--- config.mk ---
export PLATFORM = sky130hd
export DESIGN_NAME = seg_scan_ctrl
export DESIGN_NICKNAME = d
export VERILOG_FILES = /design/src/rtl/seg_scan_ctrl.sv
export SDC_FILE = /design/constraint.sdc
export NUM_CORES = 1
export LEC_CHECK = 0
export ABC_CLOCK_PERIOD_IN_PS = 3900
export CAP_MARGIN = 20
export CORE_UTILIZATION = 56
export DETAILED_ROUTE_END_ITERATION = 6
export HOLD_SLACK_MARGIN = 0.06
export PLACE_DENSITY = 0.76
export SLEW_MARGIN = 40
export SYNTH_ARGS = -nofsm -noshare
export SYNTH_HDL_FRONTEND = slang
export SYNTH_SLANG_ARGS = --single-unit
--- constraint.sdc ---
create_clock -name iClk -period 3.9 [get_ports iClk]
set_input_delay 0.78 -clock iClk [delete_from_list [all_inputs] [get_ports iClk]]
set_output_delay 0.78 -clock iClk [all_outputs]
set_load 0.02 [all_outputs]
--- src/rtl/seg_scan_ctrl.sv ---
// Time-multiplexed 8-digit common-anode seven-segment scanner with a single-entry
// pending buffer so that a new value only ever takes effect on a frame boundary.
module seg_scan_ctrl #(
  parameter int unsigned SCAN_DIV = 100000,
  parameter int unsigned CNT_W    = 20
) (
  input  logic        iClk,
  input  logic        iRst,
  input  logic [31:0] iValue,
  input  logic        iValid,
  output logic        oReady,
  input  logic [7:0]  iBlank,
  output logic [7:0]  oSel,
  output logic [6:0]  oSeg,
  output logic        oFrame
);

  logic [CNT_W-1:0] cnt_q, cnt_d;
  logic [2:0]       idx_q, idx_d;
  logic [31:0]      disp_q, disp_d;
  logic [31:0]      pend_q, pend_d;
  logic             pend_valid_q, pend_valid_d;
  logic [7:0]       sel_q, sel_d;
  logic [6:0]       seg_q, seg_d;
  logic             frame_q;

  logic        tick;
  logic        boundary;
  logic        accept;
  logic [31:0] src;
  logic [3:0]  nib;
  logic [6:0]  seg_dec;

  assign tick     = (cnt_q == CNT_W'(SCAN_DIV - 1));
  assign boundary = tick && (idx_q == 3'd7);
  assign accept   = iValid && !pend_valid_q;

  assign oReady = ~pend_valid_q;
  assign oSel   = sel_q;
  assign oSeg   = seg_q;
  assign oFrame = frame_q;

  // Digit 0 of a new frame must already show the value being applied on this edge.
  assign src = (boundary && pend_valid_q) ? pend_q : disp_q;
  assign nib = src[{idx_d, 2'b00} +: 4];

  always_comb begin
    seg_dec = 7'h7F;
    unique case (nib)
      4'h0: seg_dec = 7'h40;
      4'h1: seg_dec = 7'h79;
      4'h2: seg_dec = 7'h24;
      4'h3: seg_dec = 7'h30;
      4'h4: seg_dec = 7'h19;
      4'h5: seg_dec = 7'h12;
      4'h6: seg_dec = 7'h02;
      4'h7: seg_dec = 7'h78;
      4'h8: seg_dec = 7'h00;
      4'h9: seg_dec = 7'h10;
      4'hA: seg_dec = 7'h08;
      4'hB: seg_dec = 7'h03;
      4'hC: seg_dec = 7'h46;
      4'hD: seg_dec = 7'h21;
      4'hE: seg_dec = 7'h06;
      4'hF: seg_dec = 7'h0E;
      default: seg_dec = 7'h7F;
    endcase
  end

  always_comb begin
    cnt_d        = tick ? '0 : cnt_q + CNT_W'(1);
    idx_d        = idx_q + 3'd1;
    disp_d       = disp_q;
    pend_d       = pend_q;
    pend_valid_d = pend_valid_q;
    sel_d        = sel_q;
    seg_d        = seg_q;

    if (tick) begin
      if (iBlank[idx_d]) begin
        sel_d = 8'hFF;
        seg_d = 7'h7F;
      end else begin
        sel_d = ~(8'h01 << idx_d);
        seg_d = seg_dec;
      end
    end

    // accept and a boundary apply are exclusive: accept needs the buffer empty.
    if (accept) begin
      pend_d       = iValue;
      pend_valid_d = 1'b1;
    end else if (boundary && pend_valid_q) begin
      disp_d       = pend_q;
      pend_valid_d = 1'b0;
    end
  end

  always_ff @(posedge iClk) begin
    if (iRst) begin
      cnt_q        <= '0;
      idx_q        <= 3'd0;
      disp_q       <= 32'h0;
      pend_q       <= 32'h0;
      pend_valid_q <= 1'b0;
      sel_q        <= 8'hFE;
      seg_q        <= 7'h40;
      frame_q      <= 1'b0;
    end else begin
      cnt_q        <= cnt_d;
      if (tick) idx_q <= idx_d;
      disp_q       <= disp_d;
      pend_q       <= pend_d;
      pend_valid_q <= pend_valid_d;
      sel_q        <= sel_d;
      seg_q        <= seg_d;
      frame_q      <= boundary;
    end
  end

endmodule
# Yosys cells after proc, flatten, opt, wreduce, memory -nomap -nowiden
# Memories as Yosys holds them, arrays and structs flattened.
# Cells that the tools add are included.
# totals
reg_bits	104
rom_bits	112
input_bits	43
out_inout_bits	17
memories	1
# classes
add_sub_neg	2
order_cmp	1
eq_ne	2
shift	2
mux	7
n_bitwise	2
n_reduce_logical	6
# mem_list
memory	words	width	rd	rd_clocked_by_memory_dff	wr	line	source
(no name shown)	16	7	1	0	0	49	unique case (nib)
# ops
op	n
two-way mux 32 bit	1
indexed part select 32 x 6 -> 4 bit	1
adder 20 x 1 -> 20 bit, second input constant	1
equality test 20 x 17 -> 1 bit, second input constant	1
two-way mux 8 bit	1
NOT 8 bit	1
<< shifter 1 x 3 -> 8 bit, first input constant	1
two-way mux 7 bit	1
less-than comparator 3 x 4 -> 1 bit, second input constant	1
adder 3 x 1 -> 3 bit, second input constant	1
binary-select mux 1 bit (select 3 bit)	1
equality test 3 bit, second input constant	1
logical AND 1 bit	3
two-way mux 1 bit	3
nonzero test 2 bit	1
OR reduction 2 bit	1
logical NOT 1 bit	1
NOT 1 bit	1

# Logic depth before layout (Yosys ltp)
# An unclocked memory read counts as a cell.
# logic_depth
ltp_word	7
mapped_depth	14
ltp_nobuf	12

# Worst setup path before layout
# No wires, ideal clock.
# synth_path
path_type	reg-to-reg
start	reg idx_q[0]
end	reg seg_q[5] (netlist: oSeg[5])
setup_ns	0.073
arrival_time_ns	2.734
required_time_ns	3.827
slack_ns	1.093
path_stages_with_launch	15
path_buffers	3
cell_sequence	dfxtp_1 buf_2 inv_1 buf_2 buf_2 ha_1 nor2b_1 o21ai_0 and4_1 inv_1 ha_1 inv_1 mux2_4 o21ai_1 nor3b_2
# synth_rtl
element	line	source
start, declared	19	logic [2:0] idx_q, idx_d;
start signal, assigned	111	if (tick) idx_q <= idx_d;
adder 3 x 1 -> 3 bit *	72	idx_d = idx_q + 3'd1;
named net idx_d[0]	19	
indexed part select 32 x 6 -> 4 bit or binary-select mux 1 bit (select 3 bit) (tied branches)	45, 80	
memory (16 x 7 bit) or two-way mux 1 bit (tied branches)	--	
two-way mux 7 bit *	80	if (iBlank[idx_d]) begin
end signal, assigned	116	seg_q <= seg_d;
end, declared	24	logic [6:0] seg_q, seg_d;
# The timed path passes the listed nets; every way through them passes the cells marked *. The select of a mux whose other input is x is not followed.
# A chain may end at the register's enable or synchronous reset.

# Worst setup path after layout
# layout_path
start	reg cnt_q[0]
end	reg seg_q[3] (netlist: oSeg[3])
# layout_via
elab_chain_cells	7
# layout_rtl
element	line	source
start, declared	18	logic [CNT_W-1:0] cnt_q, cnt_d;
start signal, assigned	110	cnt_q <= cnt_d;
equality test 20 x 17 -> 1 bit *	34	assign tick = (cnt_q == CNT_W'(SCAN_DIV - 1));
logical AND 1 bit	35	assign boundary = tick && (idx_q == 3'd7);
logical AND 1 bit	44	assign src = (boundary && pend_valid_q) ? pend_q : disp_q;
two-way mux 32 bit	--	
indexed part select 32 x 6 -> 4 bit	45	assign nib = src[{idx_d, 2'b00} +: 4];
memory (16 x 7 bit)	--	
two-way mux 7 bit	80	
# Mark *: on every way between the ends. The rest lies on a longest branch, timed or not.

==> results.txt <==
Actual slew at the worst max-slew pin = 0.714 ns
Area of the core = 8340 um^2
Run status = completed
Sink of the worst hold path = disp_q[2]
# DRC = 0
Number of endpoints failing setup at the final stage = 0
Number of nets in the finished design = 708
Syn Inst Count = 612
Top metal layer carrying routed signals = met4
Crit Reg-Reg Startpoint = cnt_q[0]
Share of flip-flops with an asynchronous set or reset after synthesis = 0
Yosys top cell area share = 0.425
Static leakage = 2.04 nW
Gp weighted congestion = 0.830
Met3 WL post-DR = 505 um
Routed length per instance = 14.4 um
Startpoint types = flip-flop
FF-to-FF setup slack = 0.47 ns
Cells taking the most area after synthesis = sky130_fd_sc_hd__dfxtp_1 42%, sky130_fd_sc_hd__nand2_1 15%, sky130_fd_sc_hd__a21oi_1 7.0%
Required @ worst endpoint = 4.18 ns
Number of gates resized after cts = 0
Remaining max-slew budget at the tightest pin = 0.524
Reg-to-Reg End = oSeg[3]
Clock transition at the registers of the reported paths = 0.11 ns
Number of hold buffers added after cts = 0
Worst Path Arrival = 3.71 ns
Cell area after placement = 5510 um^2
Hold Startpoint = disp_q[2]
Period minus WS final = 3.43 ns
Critical Path Sink Type = flip-flop
DP Worst Slack = 0.539 ns
Hold slack final = 0.458 ns
Largest driver fanout on the critical path = 34
Overall Power = 0.00193 W
Starting density of the core = 0.588
Row count = 33
Number of detailed-route iterations in the first pass = 5
Worst hold-check path type = flip-flop to flip-flop
Full die area = 9130 um^2
Netlist cell types = 50
Post-Route Skew = 0.0136 ns
Antenna violations before repair = 0
Source-to-sink clock delay at the later pin of the worst-skew pair = 0.37 ns
Mean number of vias per cell = 5.55
Worst hold stages = 2
Crit-path slowest cell = sky130_fd_sc_hd__and3_1
DRC violation total after the first TritonRoute iteration = 211
Fraction of layout cells with a size suffix above 1 = 0.0822
Cell breakdown of the critical path = ha_1 -> and4_4 -> and3_1 -> nand2_4 -> mux4_1 -> a22oi_2 -> nand2_2 -> inv_1 -> ha_1 -> mux2i_1 -> mux2i_1 -> a211oi_1
Cells on worst reg2reg path = 12
Port Buf Inserts = 59
Final number of max-transition violations = 0
Antenna diodes = 0
Half-perimeter wire length after placement = 7.56 mm
Average instance area after synthesis = 8.01 um^2
X dimension of the die = 95.6 um
Setup repair after global routing missed its margin = no
Number of maximum-capacitance violations = 0
Delay of the slowest cell on the worst path = 0.54 ns
TritonCTS Buffers = 9
Number of enable flip-flop cells after synthesis = 0
Yosys reg bits = 104
Length of routed met2 wiring = 5.31 mm
Global-route wire length before repair = 18.4 mm
Area growth, synth to finish = 16.6%
Primary FF master, synth = sky130_fd_sc_hd__dfxtp_1
Number of nets with antenna violations after routing = 0
Total wire length after detailed routing = 11.0 mm
Routed vias = 4226
Io pins = 60
Total grt overflow = 0
Filler cells = 719
Total non-filler cell area in the finished layout = 5720 um^2
Maximum number of pins on one net before global-route repair = 49
Met1 Wirelength = 5.06 mm
Postcts setup bufs = 0
PD cells = 338 nW/um^2
Overall Global Routing Usage = 0.258
Maximum clock frequency = 292 MHz
Post-synthesis instance area = 4900 um^2
Synth warnings = 0
H-tree levels = 3
Final hold viol count = 0
Max rail drop VDD = 0.208 mV
Setup TNS after final layout = 0 ns
Syn_nets = 668
Via count of the first global-routing pass = 3939
Type of the worst setup path = flip-flop to flip-flop
Clock tree sinks = 104
Fraction of the yosys area taken by sequential cells = 0.425
Height of the die = 95.6 um
Cell accounting for the most synthesized area = sky130_fd_sc_hd__dfxtp_1
Root cell of the clock tree = sky130_fd_sc_hd__clkbuf_8
TritonCTS clock tree = yes
Worst-case clock buffer depth = 2
Post-route clock period utilization = 0.879
Worst setup slack after layout = 0.473 ns
-- report_power, final --
part / internal [W] / switching [W] / leakage, nW / total, W
clock network: 0.000315 / 0.000400 / 0.107 / 0.000715
registers: 0.00108 / 0.0000211 / 0.844 / 0.00110
logic: 0.0000592 / 0.0000532 / 1.09 / 0.000112
-- critical path, delay by kind of cell, from the launching register on --
family,cells,cell delay (ns)
muxes,3,0.57
AOI/OAI and AO/OA,2,0.45
adders and majority gates,2,0.51
DFF,1,0.39
and+or+nand+nor,4,1.28
buffers and inverters,1,0.15
-- metal layers --
metal / GRT usage / vias to the layer above
met2: 0.430 / 102
met3: 0.0558 / 8
met4: 0.0659 / 0
met5: 0 / -
met1: 0.337 / 1977
li1: - / 2139
-- final cells by class --
type                            count  area [um^2]  share of cell area
Multi-Input combinational cell    461         2610               0.456
Sequential cell                   104         2080               0.364
Timing Repair Buffer               68          653               0.114
Tap cell                          105          131              0.0230
Clock buffer                       10          128              0.0223
Clock inverter                      6         83.8              0.0147
Inverter                            8         30.0             0.00525
-- per-stage QoR --
| step | std cells | utilization |
|---|---|---|
| 2_1_floorplan | 612 | - |
| 3_3_place_gp | 746 | 0.660 |
| 3_5_place_dp | 746 | 0.660 |
| 4_1_cts | 762 | 0.685 |
| 5_1_grt | 762 | 0.685 |
| 6_report | 762 | 0.685 |
-- registers in the layout, indices dropped and copies added, names as in the netlist --
| name | cells |
|---|---|
| disp_q | 32 |
| pend_q | 32 |
| cnt_q | 20 |
| oSel | 8 |
| oSeg | 7 |
| idx_q | 3 |
| oFrame | 1 |
| pend_valid_q | 1 |
-- synthesized netlist by cell type, types with 3 or more instances --
library cell               count
sky130_fd_sc_hd__a211oi_1     16
sky130_fd_sc_hd__xnor2_1       6
sky130_fd_sc_hd__nor2_1       44
sky130_fd_sc_hd__nand2b_1      7
sky130_fd_sc_hd__mux4_2        5
sky130_fd_sc_hd__and4_1        3
sky130_fd_sc_hd__o21ai_1       3
sky130_fd_sc_hd__a21oi_1      69
sky130_fd_sc_hd__nand3_1       8
sky130_fd_sc_hd__nor3_1        3
sky130_fd_sc_hd__xor2_1       13
sky130_fd_sc_hd__nand4_1       6
sky130_fd_sc_hd__ha_1         13
sky130_fd_sc_hd__a22oi_1      13
sky130_fd_sc_hd__o21ai_2       4
sky130_fd_sc_hd__mux2i_1       3
sky130_fd_sc_hd__inv_1         8
sky130_fd_sc_hd__nand2_1     192
sky130_fd_sc_hd__buf_2         4
sky130_fd_sc_hd__dfxtp_1     104
sky130_fd_sc_hd__clkbuf_1     28
sky130_fd_sc_hd__o21ai_0      13
sky130_fd_sc_hd__and3_1        6
sky130_fd_sc_hd__nor2b_1       5
sky130_fd_sc_hd__buf_4         3
-- placed cells by master (no fill, tap or decap), types with 6 or more instances in the layout --
cell type                         count
sky130_fd_sc_hd__o21ai_0             13
sky130_fd_sc_hd__and3_1               6
sky130_fd_sc_hd__nand3_1              8
sky130_fd_sc_hd__inv_1                8
sky130_fd_sc_hd__clkbuf_8             9
sky130_fd_sc_hd__clkdlybuf4s50_1     58
sky130_fd_sc_hd__nor2_1              43
sky130_fd_sc_hd__dfxtp_1            104
sky130_fd_sc_hd__a22oi_1             13
sky130_fd_sc_hd__nand2_1            191
sky130_fd_sc_hd__xor2_1              13
sky130_fd_sc_hd__nand4_1              6
sky130_fd_sc_hd__a211oi_1            16
sky130_fd_sc_hd__nand2b_1             7
sky130_fd_sc_hd__ha_1                13
sky130_fd_sc_hd__a21oi_1             69
sky130_fd_sc_hd__xnor2_1              6
sky130_fd_sc_hd__buf_4                9
-- worst max path at each step --
stage,from,endpoint,cells past startpoint
detailed placement,cnt_q[0],oSeg[3],12
CTS,cnt_q[0],oSeg[3],12
global placement,cnt_q[0],oSeg[3],12
global route,cnt_q[0],oSeg[3],12
finish,cnt_q[0],oSeg[3],12
floorplan,idx_q[0],oSeg[5],14
-- logic make-up after synthesis --
kind of cell / share of synthesized area
AOI/OAI and AO/OA: 0.159
muxes: 0.0429
DFF: 0.425
adders and majority gates: 0.0332
xor gates and xnor gates: 0.0339
and+or+nand+nor: 0.262
buffers and inverters: 0.0447
No activity file was read; power rests on OpenSTA's default activity.
